===== src/rtl/vga_timing_gen_if.sv =====
// Video timing bundle produced by vga_timing_gen and consumed by pixel logic.
// Downstream logic treats every field as valid only in clocks where p_tick is high.
interface vga_timing_gen_if #(
    parameter int CW = 10
);
    logic          p_tick;
    logic [CW-1:0] pixel_x;
    logic [CW-1:0] pixel_y;
    logic          video_on;
    logic          hsync;
    logic          vsync;
    logic          line_tick;
    logic          frame_tick;
    logic [15:0]   frame_cnt;

    modport master (
        output p_tick, pixel_x, pixel_y, video_on, hsync, vsync,
               line_tick, frame_tick, frame_cnt
    );

    modport slave (
        input  p_tick, pixel_x, pixel_y, video_on, hsync, vsync,
               line_tick, frame_tick, frame_cnt
    );
endinterface


===== src/rtl/vga_timing_gen.sv =====
// Parametrised VGA timing generator: pixel-enable divider, h/v counters, syncs, strobes.
// Optional frame counter is built only when VGA_TIMING_FRAME_CNT_EN is defined.
module vga_timing_gen #(
    parameter int DIV      = 2,
    parameter int H_DISP   = 640,
    parameter int H_FP     = 16,
    parameter int H_SYNC   = 96,
    parameter int H_BP     = 48,
    parameter int V_DISP   = 480,
    parameter int V_FP     = 10,
    parameter int V_SYNC   = 2,
    parameter int V_BP     = 33,
    parameter bit SYNC_POL = 1'b0,
    parameter int CW       = 10
) (
    input  logic             clk,
    input  logic             reset,
    vga_timing_gen_if.master vid
);
    localparam int H_TOTAL = H_DISP + H_FP + H_SYNC + H_BP;
    localparam int V_TOTAL = V_DISP + V_FP + V_SYNC + V_BP;
    localparam int DW      = (DIV > 1) ? $clog2(DIV) : 1;

    logic          tick;
    logic          line_end;
    logic          frame_end;
    logic [CW-1:0] h_cnt, v_cnt;
    logic [CW-1:0] h_next, v_next;
    logic          video_on_q, hsync_q, vsync_q;

    generate
        if (DIV > 1) begin : g_div
            logic [DW-1:0] div_cnt;
            always_ff @(posedge clk) begin
                if (reset)
                    div_cnt <= '0;
                else if (div_cnt == DW'(DIV - 1))
                    div_cnt <= '0;
                else
                    div_cnt <= div_cnt + 1'b1;
            end
            assign tick = (div_cnt == DW'(DIV - 1));
        end else begin : g_nodiv
            assign tick = 1'b1;
        end
    endgenerate

    assign line_end  = tick && (h_cnt == CW'(H_TOTAL - 1));
    assign frame_end = line_end && (v_cnt == CW'(V_TOTAL - 1));

    always_comb begin
        h_next = h_cnt;
        v_next = v_cnt;
        if (tick) begin
            if (h_cnt == CW'(H_TOTAL - 1)) begin
                h_next = '0;
                if (v_cnt == CW'(V_TOTAL - 1))
                    v_next = '0;
                else
                    v_next = v_cnt + 1'b1;
            end else begin
                h_next = h_cnt + 1'b1;
            end
        end
    end

    // Decode from the next-state counters so the registered flags line up with pixel_x/y.
    always_ff @(posedge clk) begin
        if (reset) begin
            h_cnt      <= '0;
            v_cnt      <= '0;
            video_on_q <= 1'b1;
            hsync_q    <= ~SYNC_POL;
            vsync_q    <= ~SYNC_POL;
        end else begin
            h_cnt      <= h_next;
            v_cnt      <= v_next;
            video_on_q <= (h_next < CW'(H_DISP)) && (v_next < CW'(V_DISP));
            hsync_q    <= ((h_next >= CW'(H_DISP + H_FP)) &&
                           (h_next <  CW'(H_DISP + H_FP + H_SYNC))) ? SYNC_POL : ~SYNC_POL;
            vsync_q    <= ((v_next >= CW'(V_DISP + V_FP)) &&
                           (v_next <  CW'(V_DISP + V_FP + V_SYNC))) ? SYNC_POL : ~SYNC_POL;
        end
    end

`ifdef VGA_TIMING_FRAME_CNT_EN
    logic [15:0] frame_cnt_q;
    always_ff @(posedge clk) begin
        if (reset)
            frame_cnt_q <= '0;
        else if (frame_end)
            frame_cnt_q <= frame_cnt_q + 16'd1;
    end
    assign vid.frame_cnt = frame_cnt_q;
`else
    assign vid.frame_cnt = '0;
`endif

    assign vid.p_tick     = tick;
    assign vid.pixel_x    = h_cnt;
    assign vid.pixel_y    = v_cnt;
    assign vid.video_on   = video_on_q;
    assign vid.hsync      = hsync_q;
    assign vid.vsync      = vsync_q;
    assign vid.line_tick  = line_end;
    assign vid.frame_tick = frame_end;
endmodule

===== src/flat_wrapper.sv =====
// flat-port wrapper written by rule: the top's interface ports become plain ports
module vga_timing_gen_flat 
#(
    parameter int DIV      = 2,
    parameter int H_DISP   = 640,
    parameter int H_FP     = 16,
    parameter int H_SYNC   = 96,
    parameter int H_BP     = 48,
    parameter int V_DISP   = 480,
    parameter int V_FP     = 10,
    parameter int V_SYNC   = 2,
    parameter int V_BP     = 33,
    parameter bit SYNC_POL = 1'b0,
    parameter int CW       = 10
)
  (clk, reset, vid_p_tick, vid_pixel_x, vid_pixel_y, vid_video_on, vid_hsync, vid_vsync, vid_line_tick, vid_frame_tick, vid_frame_cnt);
  vga_timing_gen_if #(.CW(CW)) vid_i ();
  input  logic clk;
  input  logic reset;
  output wire logic [$bits(vid_i.p_tick)-1:0] vid_p_tick;
  output wire logic [$bits(vid_i.pixel_x)-1:0] vid_pixel_x;
  output wire logic [$bits(vid_i.pixel_y)-1:0] vid_pixel_y;
  output wire logic [$bits(vid_i.video_on)-1:0] vid_video_on;
  output wire logic [$bits(vid_i.hsync)-1:0] vid_hsync;
  output wire logic [$bits(vid_i.vsync)-1:0] vid_vsync;
  output wire logic [$bits(vid_i.line_tick)-1:0] vid_line_tick;
  output wire logic [$bits(vid_i.frame_tick)-1:0] vid_frame_tick;
  output wire logic [$bits(vid_i.frame_cnt)-1:0] vid_frame_cnt;
  assign vid_p_tick = vid_i.p_tick;
  assign vid_pixel_x = vid_i.pixel_x;
  assign vid_pixel_y = vid_i.pixel_y;
  assign vid_video_on = vid_i.video_on;
  assign vid_hsync = vid_i.hsync;
  assign vid_vsync = vid_i.vsync;
  assign vid_line_tick = vid_i.line_tick;
  assign vid_frame_tick = vid_i.frame_tick;
  assign vid_frame_cnt = vid_i.frame_cnt;
  vga_timing_gen #(.DIV(DIV), .H_DISP(H_DISP), .H_FP(H_FP), .H_SYNC(H_SYNC), .H_BP(H_BP), .V_DISP(V_DISP), .V_FP(V_FP), .V_SYNC(V_SYNC), .V_BP(V_BP), .SYNC_POL(SYNC_POL), .CW(CW)) u_core (.clk(clk), .reset(reset), .vid(vid_i));
endmodule

===== config.mk =====
export PLATFORM = sky130hd
export DESIGN_NAME = vga_timing_gen_flat
export DESIGN_NICKNAME = d
export VERILOG_FILES = /design/src/rtl/vga_timing_gen_if.sv /design/src/rtl/vga_timing_gen.sv /design/src/flat_wrapper.sv
export SDC_FILE = /design/constraint.sdc
export NUM_CORES = 1
export LEC_CHECK = 0
export BUFFER_PORTS_ARGS = -buffer_cell sky130_fd_sc_hd__buf_2
export CAP_MARGIN = 10
export CORE_ASPECT_RATIO = 0.6
export CORE_UTILIZATION = 54
export DETAILED_ROUTE_END_ITERATION = 12
export PLACE_DENSITY = 0.81
export SLEW_MARGIN = 20
export SYNTH_ARGS = -nofsm -noshare
export SYNTH_HDL_FRONTEND = slang
export SYNTH_SLANG_ARGS = --single-unit

===== constraint.sdc =====
create_clock -name clk -period 5.91 [get_ports clk]
set_clock_uncertainty 0.15 [all_clocks]
set_input_delay 1.773 -clock clk [delete_from_list [all_inputs] [get_ports clk]]
set_output_delay 1.773 -clock clk [all_outputs]
set_load 0.02 [all_outputs]

==> out/metrics.sh, run 1 <==
STATUS='finished clean'
PATH_MAX_FANOUT=11
TIMING.MAX_CAP.VIOLATIONS=0
DRTITER0DRC=127
CELLPOWERDENSITY_nW_PER_UM2=211
IR_DROP_mV=0.132
NUMBER_OF_ANTENNA_VIOLATIONS_AT_THE_FIRST_CHECK_IN_GLOBAL_ROUTING=0
GRT_START_MAX_NET_PINS=24
DIE_H_UM=41.4
AREA_GROWTH_SYN_TO_LAYOUT_PCT=11.6
HOLD_PATH.CLASS='flip-flop to flip-flop'
REPORT.FINAL.HOLD_VIOL_COUNT=0
POST-ROUTE-MIN-PERIOD_PS=3990
GRT_USE_TOTAL=0.254
ARRIVAL_PS=2070
CTS.HTREE.LEVELS=1
WORSTPATHCELLLIST='inv_1, ha_1, or4b_1, nor4_1, buf_4, and2_1, buf_2'
VIA_COUNT=1288
ENDPOINT_KIND='output port'
PLACE.PORT_BUFFERS=27
CTS_POST_SETUP_BUFFERS_INSERTED=0
CRITICALPATHCATEGORY='flip-flop to output port'
SYNTH.YOSYS.WARNINGS=0
COUNT_OF_INSERTED_ANTENNA_DIODE_CELLS=0
ASYNC_RESET_FF_FRAC=0
FINAL_LAYOUT_SIZE_SUFFIX_GT1_FRAC=0.189
CTS_TREE='yes'
CORE_BOX_AREA_UM2=2290
GRT_OVERFLOW=0
SYNTHDISTINCTLIBCELLS=43
SETUP.WORST_PATH.START_CLASS='flip-flop'
BOUNDARYPINS=44
MAX_STAGE_DELAY_PS=460
TIMING.CRITICAL_PATH.BUF_INV=3
DEEPEST_CLOCK_PATH_BUFFER_COUNT=2
DRC=0
SYN_AREA_PER_CELL_UM2=7.89
MAXSLEWHEADROOM=0.621
NNETSFINAL=207
TRANSITION_TIME_AT_THE_PIN_WITH_THE_LEAST_SLEW_MARGIN_PS=565
YS_SEQ_ELEMENTS=24
SYNTH_AREA_LEADERS='sky130_fd_sc_hd__dfxtp_1 34%, sky130_fd_sc_hd__buf_4 8.6%, sky130_fd_sc_hd__nor2_1 7.8%'
POST_CTS_HOLD_BUFFER_COUNT=0
MAPPEDNETLISTAREA_UM2=1400
CTS_ROOT_BUF='sky130_fd_sc_hd__clkbuf_8'
ROUTE.FINAL.WIRE_LENGTH_UM=3150
P_LEAK_nW=0.670
SYNTH_AREA_LEADER_CELL='sky130_fd_sc_hd__dfxtp_1'
POST-SYNTH-TOP-AREA-FRACTION=0.344
FINAL-MAX-SLEW-VIOLATION-COUNT=0
CRITICAL_PATH.TOP_DELAY_FAMILY='simple AND/OR/NAND/NOR gates'
GLOBALPLACE.CONGESTION=0.837
SYNTH-EDFF-COUNT=0
WIRE_PER_INST_UM=13.6
HOLD-WORST-SLACK_PS=347
VIASPERCELL=5.58
CTS.CLK_SLEW.WORST_PATHS_PS=90
CRITPATHREQUIREDTIME_PS=3990
ROUTE.ANTENNA.REMAINING_NETS=0
INSTANCES_NO_FILL=231
CTS_RESIZED=0
FLOORPLAN.DIE_AREA_UM2=2800
DP_CELLS=227
SETUP_VIOL=0
POST_SYNTH_INST_COUNT=177
MAXCLOCKFREQUENCY_GHz=0.251
POST_SYNTH_MOST_FREQUENT_CELLS='29 x sky130_fd_sc_hd__nor2_1, 24 x sky130_fd_sc_hd__dfxtp_1, 16 x sky130_fd_sc_hd__buf_4'
GRT_PASS1_VIAS=1036
TOTAL_NEG_SETUP_SLACK_PS=0
FLOORPLAN.ROWS=13
CPMAXSTAGEDELAYCELL='sky130_fd_sc_hd__or4b_1'
DRTPASS1ITERATIONS=4
POST-SYNTH-TOP-COUNT-CELL='sky130_fd_sc_hd__nor2_1'
WIRE_LENGTH_OF_THE_FIRST_GLOBAL_ROUTING_PASS_UM=4970
CLKLATENCYLATEPIN_PS=270
CTS.SINK_COUNT=24
CTS_BUFFERS=3
YOSYSSEQAREASHARE=0.344
DIE_W_UM=67.7
SYNTH_FF_TYPE='sky130_fd_sc_hd__dfxtp_1'
INITIAL_CORE_UTIL=0.609
RSZ0062_AT_GRT='no'
FIN_CRIT_SH=0.675
HPWLAFTERDP_UM=2310
-- through the flow --
| stage | instance area, um^2 | power, mW | worst slack (ps) | utilization |
|---|---|---|---|---|
| floorplan | 1450 | 0.192 | 2110 | - |
| global placement | 1490 | 0.187 | 2290 | 0.648 |
| detailed placement | 1490 | 0.187 | 2230 | 0.648 |
| CTS | 1560 | 0.334 | 1920 | 0.679 |
| global route | 1560 | 0.342 | 1700 | 0.679 |
| finish | 1560 | 0.329 | 1920 | 0.679 |
-- placed cells by master, fill, tap and decap left out, drive strengths merged, types with 2 or more instances in the layout --
cell	n
or3	2
xor2	5
and2	2
inv	5
nand2	14
nor2b	2
nor2	29
xnor2	2
conb	16
a21oi	6
ha	3
or4b	2
nand4	4
nand3	6
dfxtp	24
nor4	3
o211ai	2
nand2b	2
clkbuf	3
o21ai	9
a22oi	2
buf	29
nor3	9
mux2i	3
-- logic make-up (layout without fill, tap and decap cells) --
family                     Yosys count  in the layout  synth area share
adders and majority gates            3              3            0.0269
DFF                                 24             24             0.344
muxes                                3              3            0.0215
buffers and inverters               29             38             0.124
AOI/OAI and AO/OA                   27             27             0.127
and+or+nand+nor                     83             83             0.310
xor gates and xnor gates             7              7            0.0439
other                                1             16           0.00269
-- state kept, by name, summed over array words and instances (netlist names) --
name,flops
u_core.vid.vsync,1
u_core.vid.p_tick,1
u_core.vid.pixel_x,10
u_core.vid.hsync,1
u_core.vid.video_on,1
u_core.vid.pixel_y,10
-- final timing paths --
check	startpoint	endpoint	slack [ps]	depth (start not counted)
setup reg to reg	u_core.vid.pixel_x[7]	u_core.vid.vsync	3260	7
hold reg to reg	u_core.vid.pixel_x[1]	u_core.vid.pixel_x[1]	350	2
setup / recovery	u_core.vid.pixel_y[0]	vid_frame_tick	1920	7
hold / removal	u_core.vid.pixel_x[1]	u_core.vid.pixel_x[1]	350	2
-- power breakdown --
group          internal [mW]  switching, mW  leakage, nW  total [mW]
logic                0.00256         0.0158        0.440      0.0183
clock network         0.0907         0.0552       0.0357       0.146
registers              0.163        0.00193        0.194       0.165
-- cell type report --
class	instances	area, um^2
fill	194	736
inverter	5	18.8
clock inverter	1	30.0
timing repair buffer	29	150
tap	30	37.5
sequential	24	480
multi-input combinational	139	800
clock buffer	3	41.3
-- worst reg2reg max path: cells and delay by family, from the launching register on --
| family | cells | cell delay, ps |
|---|---|---|
| simple gates | 5 | 1520 |
| flops | 1 | 390 |
| buf+inv | 1 | 280 |
| xor+xnor | 1 | 200 |
-- per-layer routing --
metal / routed length (um) / GRT usage / vias to the layer above
met5: 0 / 0 / -
met4: 12 / 0.0372 / 0
met3: 258 / 0.0788 / 2
met2: 1310 / 0.374 / 67
met1: 1560 / 0.365 / 588
li1: - / - / 631
No activity file was read; power rests on OpenSTA's default activity.
==> run 2, diff against run 1 <==
Settings changed: CORE_UTILIZATION 54 to 45, PLACE_DENSITY 0.81 to 0.72.
Clock period 5.91 ns to 3.42 ns, I/O delays scaled along.
==> out/metrics.sh, run 2 (same netlist as run 1, synthesis figures left out) <==
STATUS='finished clean'
DIE_H_UM=45.2  # +9.1%
WL_MET3_UM=169  # -34%
DRTPASS1ITERATIONS=5  # +1
GRT_USE_TOTAL=0.194  # -0.0600
PATH_MAX_FANOUT=6  # -5
POST-ROUTE-MIN-PERIOD_PS=3130
IR_DROP_mV=0.264  # +100%
ROUTE.ANTENNA.REMAINING_NETS=0  # unchanged
MAXCLOCKFREQUENCY_GHz=0.319
CTS_ROOT_BUF='sky130_fd_sc_hd__clkbuf_8'
CTS.SINK_COUNT=24  # unchanged
NUMBER_OF_ANTENNA_VIOLATIONS_AT_THE_FIRST_CHECK_IN_GLOBAL_ROUTING=0  # unchanged
CRITICALPATHCATEGORY='flip-flop to output port'
VIA_COUNT=1286  # -0.16%
CTS_RESIZED=0  # unchanged
MIN_FROM='u_core.vid.pixel_x[1]'
ROUTED-WL-MET2_UM=1220  # -7.0%
CELLPOWERDENSITY_nW_PER_UM2=357  # +69%
RR_STARTPOINT='u_core.vid.pixel_x[5]'
FINAL-MAX-SLEW-VIOLATION-COUNT=0  # unchanged
BOUNDARYPINS=44  # unchanged
GLOBALPLACE.CONGESTION=0.840  # +0.32%
REPORT.FINAL.HOLD_VIOL_COUNT=0  # unchanged
COUNT_OF_INSERTED_ANTENNA_DIODE_CELLS=0  # unchanged
RSZ0062_AT_GRT='no'
CORE_BOX_AREA_UM2=2910  # +27%
DIE_W_UM=73.9  # +9.3%
WORST_SETUP_PATH_STARTPOINT='u_core.vid.pixel_y[0]'
DEEPEST_CLOCK_PATH_BUFFER_COUNT=2  # unchanged
M1WIRELENGTH_UM=1630  # +4.0%
ENDPOINT_KIND='output port'
FIN_CRIT_SH=0.916
GRT_START_MAX_NET_PINS=23  # -4.2%
FLOORPLAN.DIE_AREA_UM2=3340  # +19%
INSTANCES_NO_FILL=244  # +5.6%
DP_CELLS=240  # +5.7%
CTS_BUFFERS=3  # unchanged
DRTITER0DRC=145  # +14%
TIMING.MAX_CAP.VIOLATIONS=0  # unchanged
CTS.CLK_SLEW.WORST_PATHS_PS=80  # about the same
TRANSITION_TIME_AT_THE_PIN_WITH_THE_LEAST_SLEW_MARGIN_PS=571  # +6.67 ps
WIRE_PER_INST_UM=12.4  # -8.7%
SETUP_VIOL=0  # unchanged
TOP_LAYER='met4'
CTS_POST_SETUP_BUFFERS_INSERTED=0  # unchanged
FIN_TOTAL_PWR_mW=0.564  # +71%
WIRE_LENGTH_OF_THE_FIRST_GLOBAL_ROUTING_PASS_UM=4810  # -3.2%
MAXSLEWHEADROOM=0.616  # -0.00448
TOTAL_NEG_SETUP_SLACK_PS=0  # unchanged
HPWLAFTERDP_UM=2190  # -5.4%
AREA_GROWTH_SYN_TO_LAYOUT_PCT=13.2
GRT_OVERFLOW=0  # unchanged
HOLD_PATH.CLASS='flip-flop to flip-flop'
INITIAL_CORE_UTIL=0.480  # -0.129
MOST_FREQUENT_STANDARD_CELL_IN_THE_LAYOUT_EXCLUDING_FILL_AND_TAP_CELLS='sky130_fd_sc_hd__nor2_1'
FLOORPLAN.ROWS=15  # +2
VIASPERCELL=5.27  # -5.5%
CTS.HTREE.LEVELS=1  # unchanged
ARRIVAL_PS=1960  # -110 ps
GRT_PASS1_VIAS=1016  # -1.9%
CRITPATHREQUIREDTIME_PS=2240  # -1750 ps
P_LEAK_nW=0.675  # +0.81%
POST_CTS_HOLD_BUFFER_COUNT=0  # unchanged
PLACE.PORT_BUFFERS=27  # unchanged
FINAL_LAYOUT_SIZE_SUFFIX_GT1_FRAC=0.193  # +0.00401
CLKLATENCYLATEPIN_PS=270  # about the same
CTS_TREE='yes'
NNETSFINAL=208  # +0.48%
SETUP.WORST_PATH.START_CLASS='flip-flop'
LAYOUT.CELLS.MOST_COMMON_LIST='29 x sky130_fd_sc_hd__nor2_1, 27 x sky130_fd_sc_hd__buf_2, 24 x sky130_fd_sc_hd__dfxtp_1, 16 x sky130_fd_sc_hd__conb_1, 14 x sky130_fd_sc_hd__nand2_1'
ROUTE.FINAL.WIRE_LENGTH_UM=3040  # -3.5%
DRC=0  # unchanged
-- run 2: cell count changes in the layout (fill, tap and decap cells not counted), sizes merged --
cell / before / now
buf: 29 / 30
-- run 2: path summary, 6_finish.rpt --
| path | slack [ps] | endpoint | depth (start not counted) |
|---|---|---|---|
| worst max-delay path | 290 | vid_frame_tick | 6 |
| worst min-delay path | 350 | u_core.vid.pixel_x[1] | 2 |
| worst max register to register | 780 | u_core.vid.video_on | 7 |
| worst min register to register | 350 | u_core.vid.pixel_x[1] | 2 |
-- run 2: layout make-up --
class / instances / area (um^2)
clock buffer: 3 / 41.3
fill: 284 / 1330
timing repair buffer: 30 / 158
clock inverter: 1 / 30.0
multi-input combinational: 139 / 800
tap: 42 / 52.6
inverter: 5 / 18.8
sequential: 24 / 480
-- run 2: per-stage QoR --
stage	instance area, um^2	setup slack, ps	hold WS, ps	util
after floorplan	1450	365	404	-
after global placement	1510	622	330	0.519
after detailed placement	1510	589	338	0.519
after CTS	1580	281	350	0.543
after global routing	1580	160	386	0.543
final	1580	286	352	0.543
-- run 2: worst max-delay path, stage by stage, from the launching register on --
cell and delay, ps:
sky130_fd_sc_hd__dfxtp_1 350, sky130_fd_sc_hd__inv_1 90, sky130_fd_sc_hd__ha_1 150, sky130_fd_sc_hd__or4b_1 450, sky130_fd_sc_hd__nor4_1 320, sky130_fd_sc_hd__and2_1 180
sky130_fd_sc_hd__buf_2 150
-- run 2: power breakdown --
group / internal (mW) / total, mW / switching, mW
Sequential: 0.282 / 0.285 / 0.00349
Combinational: 0.00440 / 0.0314 / 0.0270
Clock: 0.156 / 0.248 / 0.0913
Total: 0.443 / 0.564 / 0.122
-- run 2: per-layer routing --
layer  GRT usage  vias up
li1            -      633
met1       0.294      593
met2       0.267       58
met3      0.0536        2
met4      0.0462        0
met5           0        -
==> run 3, diff against run 2 <==
Settings changed: CORE_UTILIZATION 45 to 47, CTS_BUF_LIST set to sky130_fd_sc_hd__clkbuf_2 sky130_fd_sc_hd__clkbuf_4 sky130_fd_sc_hd__clkbuf_8, PLACE_DENSITY 0.72 to 0.74, TNS_END_PERCENT set to 100.
==> out/metrics.sh, run 3 (same netlist as run 1, synthesis figures left out) <==
INITIAL_CORE_UTIL=0.524  # +0.0444
PATH_MAX_FANOUT=12  # +6
DEEPEST_CLOCK_PATH_BUFFER_COUNT=2  # unchanged
DRTITER0DRC=113  # -22%
POWER.INTERNAL_mW=0.389  # -12%
HPWLAFTERDP_UM=2340  # +7.1%
GLOBALPLACE.CONGESTION=0.903  # +7.5%
FLOORPLAN.ROWS=14  # -1
PLACE.PORT_BUFFERS=27  # unchanged
STATUS='finished clean'
COUNT_OF_INSERTED_ANTENNA_DIODE_CELLS=0  # unchanged
VIA_COUNT=1246  # -3.1%
VIASPERCELL=5.15  # -2.3%
DIE_W_UM=72.4  # -2.1%
NET-SWITCHING-POWER_mW=0.125  # +2.6%
POWER_FRAC_SEQ=0.554  # +0.049
AREA_GROWTH_SYN_TO_LAYOUT_PCT=11.8
LAYOUT.CELLS.MOST_COMMON_LIST='29 x sky130_fd_sc_hd__nor2_1, 27 x sky130_fd_sc_hd__buf_2, 24 x sky130_fd_sc_hd__dfxtp_1, 16 x sky130_fd_sc_hd__conb_1, 14 x sky130_fd_sc_hd__nand2_1'
GRT_PASS1_VIAS=1060  # +4.3%
SETUP_VIOL=0  # unchanged
FIN_CRIT_SH=0.938  # +0.0212
RELATIVE_CONTRIBUTION_OF_THE_CLOCK_NETWORK_TO_TOTAL_POWER=0.384  # -0.055
CTS_POST_SETUP_BUFFERS_INSERTED=0  # unchanged
HOLD_PATH_END='u_core.vid.pixel_x[1]'
CRITICALPATHCATEGORY='flip-flop to output port'
FINAL_LAYOUT_SIZE_SUFFIX_GT1_FRAC=0.193  # unchanged
NNETSFINAL=208  # unchanged
POST_CTS_HOLD_BUFFER_COUNT=0  # unchanged
CELLPOWERDENSITY_nW_PER_UM2=329  # -7.8%
CTS_RESIZED=0  # unchanged
FILL_CELLS=244  # -14%
RR_WORST_DEPTH=7  # unchanged
ENDPOINT_KIND='output port'
PRE_CTS_SLACK_PS=529  # -60.0 ps
WORSTREG2REGEND='u_core.vid.video_on'
CTS_ROOT_BUF='sky130_fd_sc_hd__clkbuf_8'
SWITCHING_SHARE=0.243  # +0.0273
ROUTE.FINAL.WIRE_LENGTH_UM=3090  # +1.7%
HOLD-WORST-SLACK_PS=341  # -11.6 ps
MIN_FROM='u_core.vid.pixel_x[1]'
PWR-SHARE-COMB=0.062  # +0.006
GRT_OVERFLOW=0  # unchanged
P_LEAK_nW=0.668  # -1.0%
DIE_H_UM=44.2  # -2.1%
MOST_FREQUENT_STANDARD_CELL_IN_THE_LAYOUT_EXCLUDING_FILL_AND_TAP_CELLS='sky130_fd_sc_hd__nor2_1'
BOUNDARYPINS=44  # unchanged
CRITPATHREQUIREDTIME_PS=2240  # about the same
RR_STARTPOINT='u_core.vid.pixel_x[5]'
ARRIVAL_PS=2030  # +70 ps
GRT_START_MAX_NET_PINS=23  # unchanged
FINAL-MAX-SLEW-VIOLATION-COUNT=0  # unchanged
IR_DROP_mV=0.213  # -19%
DRTPASS1ITERATIONS=4  # -1
CTS.HTREE.LEVELS=1  # unchanged
SETUP.REG_TO_REG.WORST_SLACK_PS=670  # -110 ps
CTS_BUFFERS=3  # unchanged
SETUP.WORST_PATH.START_CLASS='flip-flop'
POST-ROUTE-MIN-PERIOD_PS=3210  # +72.5 ps
WIRE_LENGTH_OF_THE_FIRST_GLOBAL_ROUTING_PASS_UM=5010  # +4.2%
ROUTE.ANTENNA.REMAINING_NETS=0  # unchanged
GRT_USE_TOTAL=0.208  # +0.0146
NUMBER_OF_ANTENNA_VIOLATIONS_AT_THE_FIRST_CHECK_IN_GLOBAL_ROUTING=0  # unchanged
TIMING.MAX_CAP.VIOLATIONS=0  # unchanged
MAXCLOCKFREQUENCY_GHz=0.312  # -2.3%
CTS.SINK_COUNT=24  # unchanged
POSTLAYOUTSETUPSLACKWORST_PS=214  # -72.5 ps
DRC=0  # unchanged
CLKLATENCYLATEPIN_PS=270  # about the same
TRANSITION_TIME_AT_THE_PIN_WITH_THE_LEAST_SLEW_MARGIN_PS=566  # -5.55 ps
CORE_BOX_AREA_UM2=2660  # -8.5%
HOLD_PATH.CLASS='flip-flop to flip-flop'
CTS.CLK_SLEW.WORST_PATHS_PS=90  # about the same
WIRE_PER_INST_UM=12.8  # +2.6%
TOTAL_NEG_SETUP_SLACK_PS=0  # unchanged
RSZ0062_AT_GRT='no'
WORSTHOLDPATHCELLS=2  # unchanged
REPORT.FINAL.HOLD_VIOL_COUNT=0  # unchanged
MAXSLEWHEADROOM=0.620  # +0.00373
CTS_TREE='yes'
FLOORPLAN.DIE_AREA_UM2=3200  # -4.1%
==> run 3: changes by cell type in the layout (fill, tap and decap cells not counted) <==
| cell | previous run | this run |
|---|---|---|
| sky130_fd_sc_hd__bufinv_16 | 1 | 0 |
| sky130_fd_sc_hd__clkbuf_8 | 3 | 4 |
==> run 3: final cells by class <==
cell class                 instances  area (um^2)  area share
multi-input combinational        139          800       0.512
timing repair buffer              30          158       0.101
tap                               40         50.0      0.0321
inverter                           5         18.8      0.0120
clock buffer                       4         55.1      0.0353
sequential                        24          480       0.308
==> run 3: how the worst max path moves through the flow <==
| stage | from | to | slack [ps] | cells past startpoint |
|---|---|---|---|---|
| finish | u_core.vid.pixel_x[5] | vid_line_tick | 210 | 4 |
| global route | u_core.vid.pixel_y[0] | vid_frame_tick | 110 | 6 |
| CTS | u_core.vid.pixel_x[5] | vid_line_tick | 210 | 4 |
| detailed placement | u_core.vid.pixel_x[5] | vid_line_tick | 530 | 4 |
| global placement | u_core.vid.pixel_x[5] | vid_line_tick | 580 | 4 |
| floorplan | u_core.vid.pixel_x[5] | vid_frame_tick | 360 | 5 |
==> run 3: critical path, stage by stage (launching register included) <==
cell,delay [ps]
sky130_fd_sc_hd__dfxtp_1,420
sky130_fd_sc_hd__or4b_4,570
sky130_fd_sc_hd__nor4_4,330
sky130_fd_sc_hd__buf_4,250
sky130_fd_sc_hd__buf_2,180
==> run 3: metal layers <==
layer	up-vias	global-route usage	wire [um]
met5	-	0	0
met4	0	0.0588	8
met3	3	0.0569	251
met2	53	0.293	1230
met1	553	0.310	1600
li1	637	-	-
==> run 3: power groups by stage <==
stage	sequential (mW)	combinational (mW)	clock [mW]
3_3_place_gp	0.291	0.0313	0
2_1_floorplan	0.294	0.0373	0
4_1_cts	0.285	0.0318	0.200
6_report	0.285	0.0320	0.197
3_5_place_dp	0.291	0.0318	0
5_1_grt	0.285	0.0347	0.212
==> run 3: per-stage QoR <==
step | cells | area [um^2] | total power [mW] | util
6_report | 242 | 1560 | 0.514 | 0.586
5_1_grt | 242 | 1560 | 0.532 | 0.586
4_1_cts | 242 | 1560 | 0.516 | 0.586
3_5_place_dp | 238 | 1510 | 0.323 | 0.566
3_3_place_gp | 238 | 1510 | 0.323 | 0.566
2_1_floorplan | 192 | 1450 | 0.331 | -
